File: src/rtl/usb_fx2_pkg.sv
// Shared FX2 slave-FIFO definitions for the EP6 writer and EP8 reader.
// FIFOADR codes, packet sync words, control-pin encodings and state types.
package usb_fx2_pkg;

  localparam logic [1:0] FIFOADR_EP2 = 2'b00;
  localparam logic [1:0] FIFOADR_EP4 = 2'b01;
  localparam logic [1:0] FIFOADR_EP6 = 2'b10;
  localparam logic [1:0] FIFOADR_EP8 = 2'b11;

  localparam logic [15:0] SYNC_HI = 16'h7CD2;
  localparam logic [15:0] SYNC_LO = 16'h15D8;

  // {SLOE, SLWR, SLRD}, all active low
  localparam logic [2:0] FX2_CMD_WR  = 3'b101;
  localparam logic [2:0] FX2_CMD_RD  = 3'b110;
  localparam logic [2:0] FX2_CMD_NOP = 3'b111;

  typedef enum logic [2:0] {
    R_IDLE,
    R_SEL,
    R_OE,
    R_RD,
    R_GAP
  } rd_state_e;

  typedef enum logic [1:0] {
    P_SYNC0,
    P_SYNC1,
    P_CMD,
    P_DATA
  } parse_state_e;

  typedef struct packed {
    logic [7:0]  op;
    logic [7:0]  addr;
    logic [15:0] data;
  } cmd_t;

endpackage

File: src/rtl/usb_cmd_parser.sv
// Sync-framed command parser: SYNC_HI, SYNC_LO, {op,addr}, data.
// Outputs change only when a full packet lands, then strobe cmd_valid.
module usb_cmd_parser
  import usb_fx2_pkg::*;
#(
  parameter logic [15:0] SYNC_HI = usb_fx2_pkg::SYNC_HI,
  parameter logic [15:0] SYNC_LO = usb_fx2_pkg::SYNC_LO
) (
  input  logic        clk,
  input  logic        rst,
  input  logic [15:0] word,
  input  logic        word_valid,
  output logic        cmd_valid,
  output logic [7:0]  cmd_op,
  output logic [7:0]  cmd_addr,
  output logic [15:0] cmd_data,
  output logic        sync_err
);

  parse_state_e state_q, state_d;
  logic [15:0]  hdr_q, hdr_d;
  cmd_t         cmd_q, cmd_d;
  logic         valid_q, valid_d;
  logic         err_q, err_d;

  always_comb begin
    state_d = state_q;
    hdr_d   = hdr_q;
    cmd_d   = cmd_q;
    valid_d = 1'b0;
    err_d   = 1'b0;
    if (word_valid) begin
      unique case (state_q)
        P_SYNC0: begin
          if (word == SYNC_HI) state_d = P_SYNC1;
        end
        P_SYNC1: begin
          if (word == SYNC_LO) begin
            state_d = P_CMD;
          end else if (word != SYNC_HI) begin
            err_d   = 1'b1;
            state_d = P_SYNC0;
          end
        end
        P_CMD: begin
          hdr_d   = word;
          state_d = P_DATA;
        end
        P_DATA: begin
          // op/addr held aside so outputs stay stable until a full packet
          cmd_d   = {hdr_q, word};
          valid_d = 1'b1;
          state_d = P_SYNC0;
        end
        default: state_d = P_SYNC0;
      endcase
    end
  end

  always_ff @(posedge clk or posedge rst) begin
    if (rst) begin
      state_q <= P_SYNC0;
      hdr_q   <= '0;
      cmd_q   <= '0;
      valid_q <= 1'b0;
      err_q   <= 1'b0;
    end else begin
      state_q <= state_d;
      hdr_q   <= hdr_d;
      cmd_q   <= cmd_d;
      valid_q <= valid_d;
      err_q   <= err_d;
    end
  end

  assign cmd_valid = valid_q;
  assign cmd_op    = cmd_q.op;
  assign cmd_addr  = cmd_q.addr;
  assign cmd_data  = cmd_q.data;
  assign sync_err  = err_q;

endmodule

File: src/rtl/usb_ep8_cmd_reader.sv
// EP8 OUT reader: drains FX2 words via FIFOADR/SLOE/SLRD, shares the bus
// with the EP6 writer through wr_busy/rd_busy, feeds the command parser.
module usb_ep8_cmd_reader
  import usb_fx2_pkg::*;
#(
  parameter int          FLAG_LAT = 2,
  parameter logic [15:0] SYNC_HI  = usb_fx2_pkg::SYNC_HI,
  parameter logic [15:0] SYNC_LO  = usb_fx2_pkg::SYNC_LO,
  parameter logic [1:0]  EP8_ADR  = usb_fx2_pkg::FIFOADR_EP8
) (
  input  logic        usb_clk,
  input  logic        rst,
  input  logic        flag_ep8_ef,
  input  logic [15:0] usb_data_in,
  input  logic        wr_busy,
  output logic [1:0]  usb_fifo_adr,
  output logic        usb_sloe,
  output logic        usb_slrd,
  output logic        rd_busy,
  output logic        cmd_valid,
  output logic [7:0]  cmd_op,
  output logic [7:0]  cmd_addr,
  output logic [15:0] cmd_data,
  output logic        sync_err
);

  localparam logic [3:0] GAP_LAST = 4'(FLAG_LAT - 1);

  rd_state_e   state_q, state_d;
  logic [3:0]  gap_q, gap_d;
  logic [1:0]  adr_q, adr_d;
  logic        sloe_q, sloe_d;
  logic        slrd_q, slrd_d;
  logic        busy_q, busy_d;
  logic [15:0] word_q, word_d;
  logic        wv_q, wv_d;

  always_comb begin
    state_d = state_q;
    gap_d   = gap_q;
    unique case (state_q)
      R_IDLE: if (!wr_busy && flag_ep8_ef) state_d = R_SEL;
      R_SEL:  state_d = R_OE;
      R_OE:   state_d = R_RD;
      R_RD: begin
        state_d = R_GAP;
        gap_d   = '0;
      end
      R_GAP: begin
        // flag is only trusted once the FX2 latency has elapsed
        if (gap_q == GAP_LAST) begin
          if (flag_ep8_ef && !wr_busy) state_d = R_RD;
          else                         state_d = R_IDLE;
        end else begin
          gap_d = gap_q + 4'd1;
        end
      end
      default: state_d = R_IDLE;
    endcase

    busy_d = (state_d != R_IDLE);
    adr_d  = busy_d ? EP8_ADR : FIFOADR_EP2;
    sloe_d = !(state_d inside {R_OE, R_RD, R_GAP});
    slrd_d = (state_d != R_RD);
    word_d = (state_q == R_RD) ? usb_data_in : word_q;
    wv_d   = (state_q == R_RD);
  end

  always_ff @(posedge usb_clk or posedge rst) begin
    if (rst) begin
      state_q <= R_IDLE;
      gap_q   <= '0;
      adr_q   <= FIFOADR_EP2;
      sloe_q  <= 1'b1;
      slrd_q  <= 1'b1;
      busy_q  <= 1'b0;
      word_q  <= '0;
      wv_q    <= 1'b0;
    end else begin
      state_q <= state_d;
      gap_q   <= gap_d;
      adr_q   <= adr_d;
      sloe_q  <= sloe_d;
      slrd_q  <= slrd_d;
      busy_q  <= busy_d;
      word_q  <= word_d;
      wv_q    <= wv_d;
    end
  end

  assign usb_fifo_adr = adr_q;
  assign usb_sloe     = sloe_q;
  assign usb_slrd     = slrd_q;
  assign rd_busy      = busy_q;

  usb_cmd_parser #(
    .SYNC_HI (SYNC_HI),
    .SYNC_LO (SYNC_LO)
  ) u_parser (
    .clk        (usb_clk),
    .rst        (rst),
    .word       (word_q),
    .word_valid (wv_q),
    .cmd_valid  (cmd_valid),
    .cmd_op     (cmd_op),
    .cmd_addr   (cmd_addr),
    .cmd_data   (cmd_data),
    .sync_err   (sync_err)
  );

endmodule
File: config.mk
export PLATFORM = sky130hd
export DESIGN_NAME = usb_ep8_cmd_reader
export DESIGN_NICKNAME = d
export VERILOG_FILES = /design/src/rtl/usb_fx2_pkg.sv /design/src/rtl/usb_cmd_parser.sv /design/src/rtl/usb_ep8_cmd_reader.sv
export SDC_FILE = /design/constraint.sdc
export NUM_CORES = 1
export LEC_CHECK = 0
export ABC_AREA = 1
export ABC_CLOCK_PERIOD_IN_PS = 2000
export BUFFER_PORTS_ARGS = -buffer_cell sky130_fd_sc_hd__buf_2
export CAP_MARGIN = 20
export CORE_MARGIN = 4
export CORE_UTILIZATION = 35
export CTS_BUF_LIST = sky130_fd_sc_hd__clkbuf_16
export DETAILED_ROUTE_END_ITERATION = 12
export HOLD_SLACK_MARGIN = 0.06
export PLACE_DENSITY = 0.6
export SLEW_MARGIN = 20
export SYNTH_ARGS = -nofsm -noshare
export SYNTH_HDL_FRONTEND = slang
export SYNTH_SLANG_ARGS = --single-unit
File: constraint.sdc
create_clock -name usb_clk -period 2 [get_ports usb_clk]
set_input_delay 0.1 -clock usb_clk [delete_from_list [all_inputs] [get_ports usb_clk]]
set_output_delay 0.1 -clock usb_clk [all_outputs]
set_load 0.02 [all_outputs]
-- Yosys cells after proc, flatten, opt, wreduce, memory -nomap -nowiden
Cells that the tools add are included.
- bits of input ports: 20
- bits in registers: 81
- word-level logic and storage cells: 63
- output and inout bits: 39
- equal/unequal tests: 18
- mux-type cells: 17
- $add $sub $neg: 1
- reduce and logical (&&, ||, !) cells: 12
- operators with widths (kind ; count):
    equality test 16 x 13 -> 1 bit (second input constant) ; 1
    equality test 16 x 15 -> 1 bit (second input constant) ; 1
    inequality test 16 x 15 -> 1 bit (second input constant) ; 1
    case mux 3 bit (5 select lines) ; 1
    equality test 3 x 2 -> 1 bit (second input constant) ; 4
    two-way mux 2 bit ; 5
    case mux 2 bit (4 select lines) ; 1
    case mux 4 bit (2 select lines) ; 1
    equality test 3 bit (second input constant) ; 2
    two-way mux 1 bit ; 6
    two-way mux 3 bit ; 2
    AND reduction 2 bit ; 3
    nonzero test 3 bit ; 2
    adder 4 x 1 -> 4 bit (second input constant) ; 1
    equality test 2 bit (second input constant) ; 2
    equality test 4 x 1 -> 1 bit (second input constant) ; 1
    two-way mux 4 bit ; 1
    equality test 3 x 1 -> 1 bit (second input constant) ; 1
    logical NOT 3 bit ; 1
    inequality test 3 x 1 -> 1 bit (second input constant) ; 1
    inequality test 3 x 2 -> 1 bit (second input constant) ; 1
    AND reduction 3 bit ; 1
    equality test 2 x 1 -> 1 bit (second input constant) ; 1
    logical NOT 1 bit ; 2
    5 further kinds ; 5

-- Depth between registers and ports, before layout
Gate-level depths: netlist (run 1).
- depth after elaboration: 8
- mapped depth: 10
- mapped depth without buffers: 10

-- Cells and area by module
A second synthesis (run 1) with hierarchy kept.
- cell total of the unflattened synthesis: 372
- area, all modules: 3279.4 sq um
- by module, submodules not included (module ; area an instance (sq um) ; times used ; cells an instance ; seq. area each (sq um)):
    usb_cmd_parser ; 2147.1 ; 1 ; 246 ; 1301.2
    usb_ep8_cmd_reader ; 1132.3 ; 1 ; 126 ; 678.2

-- Worst setup path after synthesis (run 1)
No wires, ideal clock.
- kind: flip-flop to flip-flop
- from: register gap_q[1]
- to: register adr_q[0], in the netlist usb_fifo_adr[0]
- stages on the path, launching flop included: 8
- required time: 1.931 ns
- setup slack: 0.788 ns
- setup time: 0.069 ns
- clock period less this slack: 1.212 ns
- arrival: 1.143 ns
- buffers on the path: 0
- path through: dfrtp_1 inv_1 ha_1 nand3_2 or2_1 nor2_2 nor2_1 nand3_1
- longest elaborated chain between the ends: 5
- ends and longest elaborated chain (item ; line ; text):
    start, declared ; usb_ep8_cmd_reader.sv:30 ; logic [3:0] gap_q, gap_d;
    start signal, assigned ; usb_ep8_cmd_reader.sv:81 ; gap_q <= gap_d;
    equality test 4 x 1 -> 1 bit ; usb_ep8_cmd_reader.sv:51 ; if (gap_q == GAP_LAST) begin
    two-way mux 3 bit ; usb_ep8_cmd_reader.sv:51 ;
    case mux 3 bit (5 select lines) ; usb_ep8_cmd_reader.sv:41 ; unique case (state_q)
    nonzero test 3 bit ; usb_ep8_cmd_reader.sv:61 ; busy_d = (state_d != R_IDLE);
    via busy_d ; usb_ep8_cmd_reader.sv:34 ; logic busy_q, busy_d;
    two-way mux 2 bit ; usb_ep8_cmd_reader.sv:62 ; adr_d = busy_d ? EP8_ADR : FIFOADR_EP2;
    end signal, assigned ; usb_ep8_cmd_reader.sv:82 ; adr_q <= adr_d;
    end, declared ; usb_ep8_cmd_reader.sv:31 ; logic [1:0] adr_q, adr_d;
The timed path passes the listed nets, and every way through them passes these cells.
A chain may end at the register's enable or synchronous reset.

-- Worst setup path after layout (run 1)
- from: register wv_q
- to: register u_parser.cmd_q, in the netlist u_parser.cmd_addr[3]
- longest elaborated chain between the ends: 1
- ends and longest elaborated chain (item ; line ; text):
    start, declared ; usb_ep8_cmd_reader.sv:36 ; logic wv_q, wv_d;
    start signal, assigned ; usb_ep8_cmd_reader.sv:87 ; wv_q <= wv_d;
    AND reduction 2 bit (no source line) ; -- ;
    end signal, assigned ; usb_cmd_parser.sv:70 ; cmd_q <= cmd_d;
    end, declared ; usb_cmd_parser.sv:22 ; cmd_t cmd_q, cmd_d;
No other way between the ends.

==> results of run 1 <==
==> cells in the mapped netlist <==
library cell  number
nand2_1          131
dfrtp_1           77
o21ai_0           49
inv_1             32
nor2_1            23
nand3_1            6
buf_2              5
buf_4              4
clkbuf_1           4
inv_2              3
o22ai_1            3
dfstp_2            2
ha_1               2
nand3_2            2
nor2_4             2
a211oi_1           1
a21oi_1            1
a21oi_2            1
a31oi_1            1
buf_6              1
clkinv_1           1
nor2_2             1
nor3b_1            1
o21a_1             1
o21ai_2            1
or2_1              1
xor2_1             1
==> sequential cells by signal, indices dropped and copies added, names as in the netlist, 3 cells and up, named ones only <==
| name | count |
|---|---|
| u_parser.cmd_data | 16 |
| u_parser.hdr_q | 16 |
| word_q | 16 |
| u_parser.cmd_addr | 8 |
| u_parser.cmd_op | 8 |
| gap_q | 4 |
| state_q | 3 |
==> final timing paths <==
| check | from | end | cells after the start |
|---|---|---|---|
| max in group asynchronous | rst | usb_sloe$_DFF_PP1_ | 4 |
| hold / removal | wr_busy | state_q[1]$_DFF_PP0_ | 5 |
| min in group asynchronous | rst | u_parser.cmd_op[5]$_DFFE_PP0P_ | 4 |
| setup / recovery | wv_q$_DFF_PP0_ | u_parser.cmd_addr[3]$_DFFE_PP0P_ | 4 |
| setup reg to reg | wv_q$_DFF_PP0_ | u_parser.cmd_addr[3]$_DFFE_PP0P_ | 4 |
| hold reg to reg | u_parser.hdr_q[0]$_DFFE_PP0P_ | u_parser.cmd_addr[0]$_DFFE_PP0P_ | 2 |
==> layout by cell type (no fill, tap or decap), drive strengths merged, types with 3 or more instances in the layout <==
cell type / Yosys / routed
nand2: 131 / 131
dfrtp: 77 / 77
buf: 10 / 62
o21ai: 50 / 50
inv: 35 / 35
nor2: 26 / 26
dlygate4sd3: 0 / 17
clkbuf: 4 / 9
nand3: 8 / 8
o22ai: 3 / 3
bufinv: 0 / 3
clkinv: 1 / 3
==> worst register-to-register path: stages, from the launching register on <==
cell and delay [ns]:
dfrtp_1 0.42, nand3_2 0.24, clkinv_1 0.45, nand2_1 0.20, nand2_1 0.07
==> power by group <==
| group | internal (W) | switching, W | total (W) |
|---|---|---|---|
| Sequential | 0.00186 | 0.000191 | 0.00206 |
| Clock | 0.00122 | 0.000642 | 0.00186 |
| Combinational | 0.000325 | 0.000688 | 0.00101 |
==> kinds of logic (layout without fill, tap and decap cells) <==
family | Yosys count | after routing
and+or+nand+nor | 167 | 167
adders and majority gates | 2 | 2
buffers and inverters | 50 | 131
AOI/OAI and AO/OA | 58 | 58
DFF | 79 | 79
xor gates and xnor gates | 1 | 1
==> metal layers <==
| layer | global-route usage, % | vias to the layer above | wire [um] |
|---|---|---|---|
| li1 | - | 1266 | - |
| met3 | 3.48 | 2 | 263 |
| met2 | 21.3 | 37 | 3160 |
| met1 | 17.9 | 1144 | 3340 |
| met4 | 5.03 | 0 | 52 |
| met5 | 0 | - | 0 |
==> through the flow <==
stage	hold slack (ns)	area [sq um]	utilization, %	setup slack (ns)	power, W
2_1_floorplan	0.221	3210	-	0.788	0.00279
3_3_place_gp	0.247	3600	40.9	0.565	0.00306
3_5_place_dp	0.255	3600	40.9	0.493	0.00308
4_1_cts	0.192	4110	46.7	0.473	0.00498
5_1_grt	0.209	4110	46.7	0.310	0.00524
6_report	0.189	4110	46.7	0.511	0.00493
==> final cells by class <==
class,instances,area share (%)
clock buffers,9,5.47
clock inverters,7,2.92
inverters,36,3.38
multi-input cells,228,24.6
flip-flops and latches,79,48.1
well taps,108,3.28
repair buffers,79,12.2
==> timing repair <==
action	CTS	global route
setup buffers	0	0
hold endpoints to repair	93	0
hold buffers	17	0
==> metrics.txt, run 1 <==
R2R Setup Slk 0.51 ns; largest family of logic cells by synthesized area simple AND/OR/NAND/NOR gates; compound-gate portion of the synthesized area 9.59%; nets 455; Yosys cell types 27; total track usage 13.5%; Multi-input gate area 0.00101 sq mm; drt via density 4.49; vias in the first global route 2462; worst-margin pin slew 0.458 ns; post-synthesis mux area share 0%; maxcap violations 0; outcome finished, final reports clean; largest net degree at the start of global routing 80; maximum VDD drop 0.462 mV; Routed WL per cell 12.5 um; clk sinks 79; fmax 671 MHz; Die Width 104 um; syn_nets 379; number of gates resized after CTS 0; final setup fails 0; max_slew headroom 69.3%; fill cell count 871; clk root buf clkbuf_16; synth-to-layout area growth 28.2%; layout cells sized above 1 20.8%; Leak 2.15 nW; Ant. Diodes 0; Die ar. 0.0108 sq mm; worst-skew pair later-pin latency 0.33 ns; DRT iter0 DRCs 139; CTS tree done; Yosys top cell by area dfrtp_1; hpwl dp 4790 um; 1st-pass router iterations 6; Post-DRT Antenna Nets 0; Final Slew Violations 0; H-Tree Depth 3; RSZ-0062 raised after global routing false; Worst Path Buf+Inv 1; Critical Path Most Common Cell nand2_1; Synthesis Warnings 0; top post-synthesis cells by area dfrtp_1 60%, nand2_1 15%, o21ai_0 7.6%; Post-Synth Simple-Gate Area 20.9%; worst-path maximum fanout 17; CP max-delay cell clkinv_1; Die Span Y 104 um; Syn Std Cell Area 0.00321 sq mm; sequential share of the synthesized area 61.7%; Fin Clk Skew 0.00542 ns; register area 0.00198 sq mm; Hold Vio Cnt, Final 0; CP Capture Type flop; Clock transition at path regs 0.06 ns; top-area cell type share of the netlist area 60.1%; Crit path max-delay family simple AND/OR/NAND/NOR gates; Post-route DRC 0; Synth Area in XOR/XNOR 0.273%; CP required 2.21 ns; I/O Pins 59; CP arrival 1.70 ns; period utilization 74.5%; Max stage delay on crit path 0.45 ns; setup TNS 0 ns; PD cells 1200 mW/mm^2; core area 0.00881 sq mm; CTS Buf Count 9; post-synthesis adder-cell area fraction 0.780%; Synth Area per Inst 8.99 sq um; Max Root-Sink Buffers 2; placed insts 513; Yosys reg bits 79; GRT overflow 0; row count 34; first-pass GRT wire length 12000 um; I/O Buffers 58; initial antenna violation count 0; WS Path Type reg -> reg; Routability Congestion 0.748; starting density of the core 36.4%; Startpoint Class flop; Non-Filler Instances 546; Hold Path Class in -> reg; post-route minimum period 1.49 ns; gate count after technology mapping 357; final WL 6820 um; worst path cell trace nand3_2, clkinv_1, nand2_1, nand2_1; Vias 2449
Power figures use the tool's default switching activity.
==> run 2: changes to the inputs <==
--- a/config.mk
+++ b/config.mk
@@ -6,7 +6,7 @@
 export NUM_CORES = 1
 export LEC_CHECK = 0
 export ABC_AREA = 1
-export ABC_CLOCK_PERIOD_IN_PS = 2000
+export ABC_CLOCK_PERIOD_IN_PS = 1300
 export BUFFER_PORTS_ARGS = -buffer_cell sky130_fd_sc_hd__buf_2
 export CAP_MARGIN = 20
 export CORE_MARGIN = 4
==> constraint.sdc (replaced) <==
create_clock -name usb_clk -period 1.3 [get_ports usb_clk]
set_input_delay 0.065 -clock usb_clk [delete_from_list [all_inputs] [get_ports usb_clk]]
set_output_delay 0.065 -clock usb_clk [all_outputs]
set_load 0.02 [all_outputs]
==> metrics.txt, run 2 (same netlist as run 1, synthesis figures left out) <==
Clock transition at path regs 0.06 ns; synth-to-layout area growth 32.4%; nets 467; I/O Pins 59; clk sinks 79; share of power burned in registers 40.2%; largest net degree at the start of global routing 50; period utilization 93.5%; Multi-input gate area 0.00104 sq mm; worst-skew pair later-pin latency 0.33 ns; CP required 1.56 ns; switch share 30.6%; max_slew headroom 73.4%; Die Width 104 um; fmax 822 MHz; Final Slew Violations 0; total track usage 13.9%; Max Root-Sink Buffers 2; final hold slack 0.144 ns; most common cell after layout, fill and taps aside nand2_1; CP Capture Type flop; reg2reg start gap_q[1]$_DFFE_PP0P_; vias in the first global route 2556; final setup fails 0; Fin Clk Skew 0.00575 ns; Ant. Diodes 0; Leak 2.21 nW; Final Instance Area 0.00425 sq mm; Routability Congestion 0.749; layout cells sized above 1 24.2%; clk root buf clkbuf_16; initial antenna violation count 0; Hold Vio Cnt, Final 0; I/O Buffers 58; crit path launch gap_q[1]$_DFFE_PP0P_; CTS Buf Count 9; Post-DRT Antenna Nets 0; drt via density 4.44; 1st-pass router iterations 4; worst-margin pin slew 0.397 ns; most frequent cells in the layout 131 x nand2_1, 77 x dfrtp_1, 58 x buf_2; hpwl dp 4970 um; final WL 6900 um; Vias 2475; outcome finished, final reports clean; RSZ-0062 raised after global routing false; Post-route DRC 0; maxcap violations 0; CTS tree done; post-route minimum period 1.22 ns; Die ar. 0.0108 sq mm; core area 0.00881 sq mm; GRT overflow 0; H-Tree Depth 3; origin of the worst min-delay path wr_busy; Die Span Y 104 um; starting density of the core 36.4%; PD cells 1860 mW/mm^2; register area 0.00198 sq mm; Routed WL per cell 12.4 um; fill cell count 821; Area after DPL 0.00369 sq mm; CP arrival 1.48 ns; maximum VDD drop 0.791 mV; Hold Path Class in -> reg; worst-path maximum fanout 4; DRT iter0 DRCs 123; setup TNS 0 ns; Internal 0.00547 W; P_sw 0.00242 W; clock share of power 36.1%; row count 34; Logic pwr share 23.6%; Startpoint Class flop; WS Path Type reg -> reg; first-pass GRT wire length 12200 um
## run 2: worst paths after layout
check / slack, ns / cells past startpoint / to
setup / recovery: 0.08 / 7 / usb_fifo_adr[0]$_DFF_PP0_
hold / removal: 0.14 / 5 / state_q[1]$_DFF_PP0_
setup reg to reg: 0.08 / 7 / usb_fifo_adr[0]$_DFF_PP0_
hold reg to reg: 0.47 / 2 / u_parser.cmd_op[7]$_DFFE_PP0P_
max in group asynchronous: 0.46 / 4 / u_parser.cmd_data[4]$_DFFE_PP0P_
min in group asynchronous: 0.28 / 3 / usb_fifo_adr[0]$_DFF_PP0_
## run 2: timing repair
| action | 4_1_cts | 5_1_grt |
|---|---|---|
| endpoints found under the hold margin | 31 | 0 |
| setup endpoints to repair | 2 | 6 |
| cloned | 0 | 0 |
| hold buffers | 17 | 0 |
| pin swaps | 0 | 1 |
| buffers inserted | 1 | 0 |
| resized for setup | 1 | 8 |
## run 2: cell type report
class                      count  area share, %
multi-input combinational    228           24.6
clock buffer                   9           5.30
inverter                      36           3.27
clock inverter                 7           2.83
timing repair buffer          91           14.3
sequential                    79           46.6
tap                          108           3.18
## run 2: stage by stage
step	setup slack [ns]	utilization [%]	total power (W)	cells
3_3_place_gp	0.0464	41.9	0.00492	524
4_1_cts	0.00354	47.9	0.00792	558
5_1_grt	0.00331	48.3	0.00842	558
2_1_floorplan	0.0880	-	0.00430	357
3_5_place_dp	-0.0133	41.9	0.00498	524
6_report	0.0839	48.3	0.00789	558
## run 2: power groups by stage
stage / sequential (W) / clock, W / combinational [W]
finish: 0.00318 / 0.00285 / 0.00186
floorplan: 0.00320 / 0 / 0.00110
detailed placement: 0.00320 / 0 / 0.00178
global placement: 0.00318 / 0 / 0.00174
CTS: 0.00315 / 0.00292 / 0.00185
global route: 0.00324 / 0.00304 / 0.00214
## run 2: critical path, cell delays in order, from the launching register on
cell and delay, ns:
dfrtp_1 0.39, inv_2 0.08, ha_4 0.13, nand3_4 0.07, or2_4 0.25, nor2_4 0.09, nor2_1 0.07, nand3_1 0.07
## run 2: per-layer routing
| layer | vias to the layer above | track usage (%) | routed length (um) |
|---|---|---|---|
| met5 | - | 0 | 0 |
| met4 | 0 | 5.98 | 124 |
| met3 | 11 | 3.30 | 286 |
| met2 | 48 | 21.9 | 3180 |
| met1 | 1123 | 18.3 | 3310 |
| li1 | 1293 | - | - |
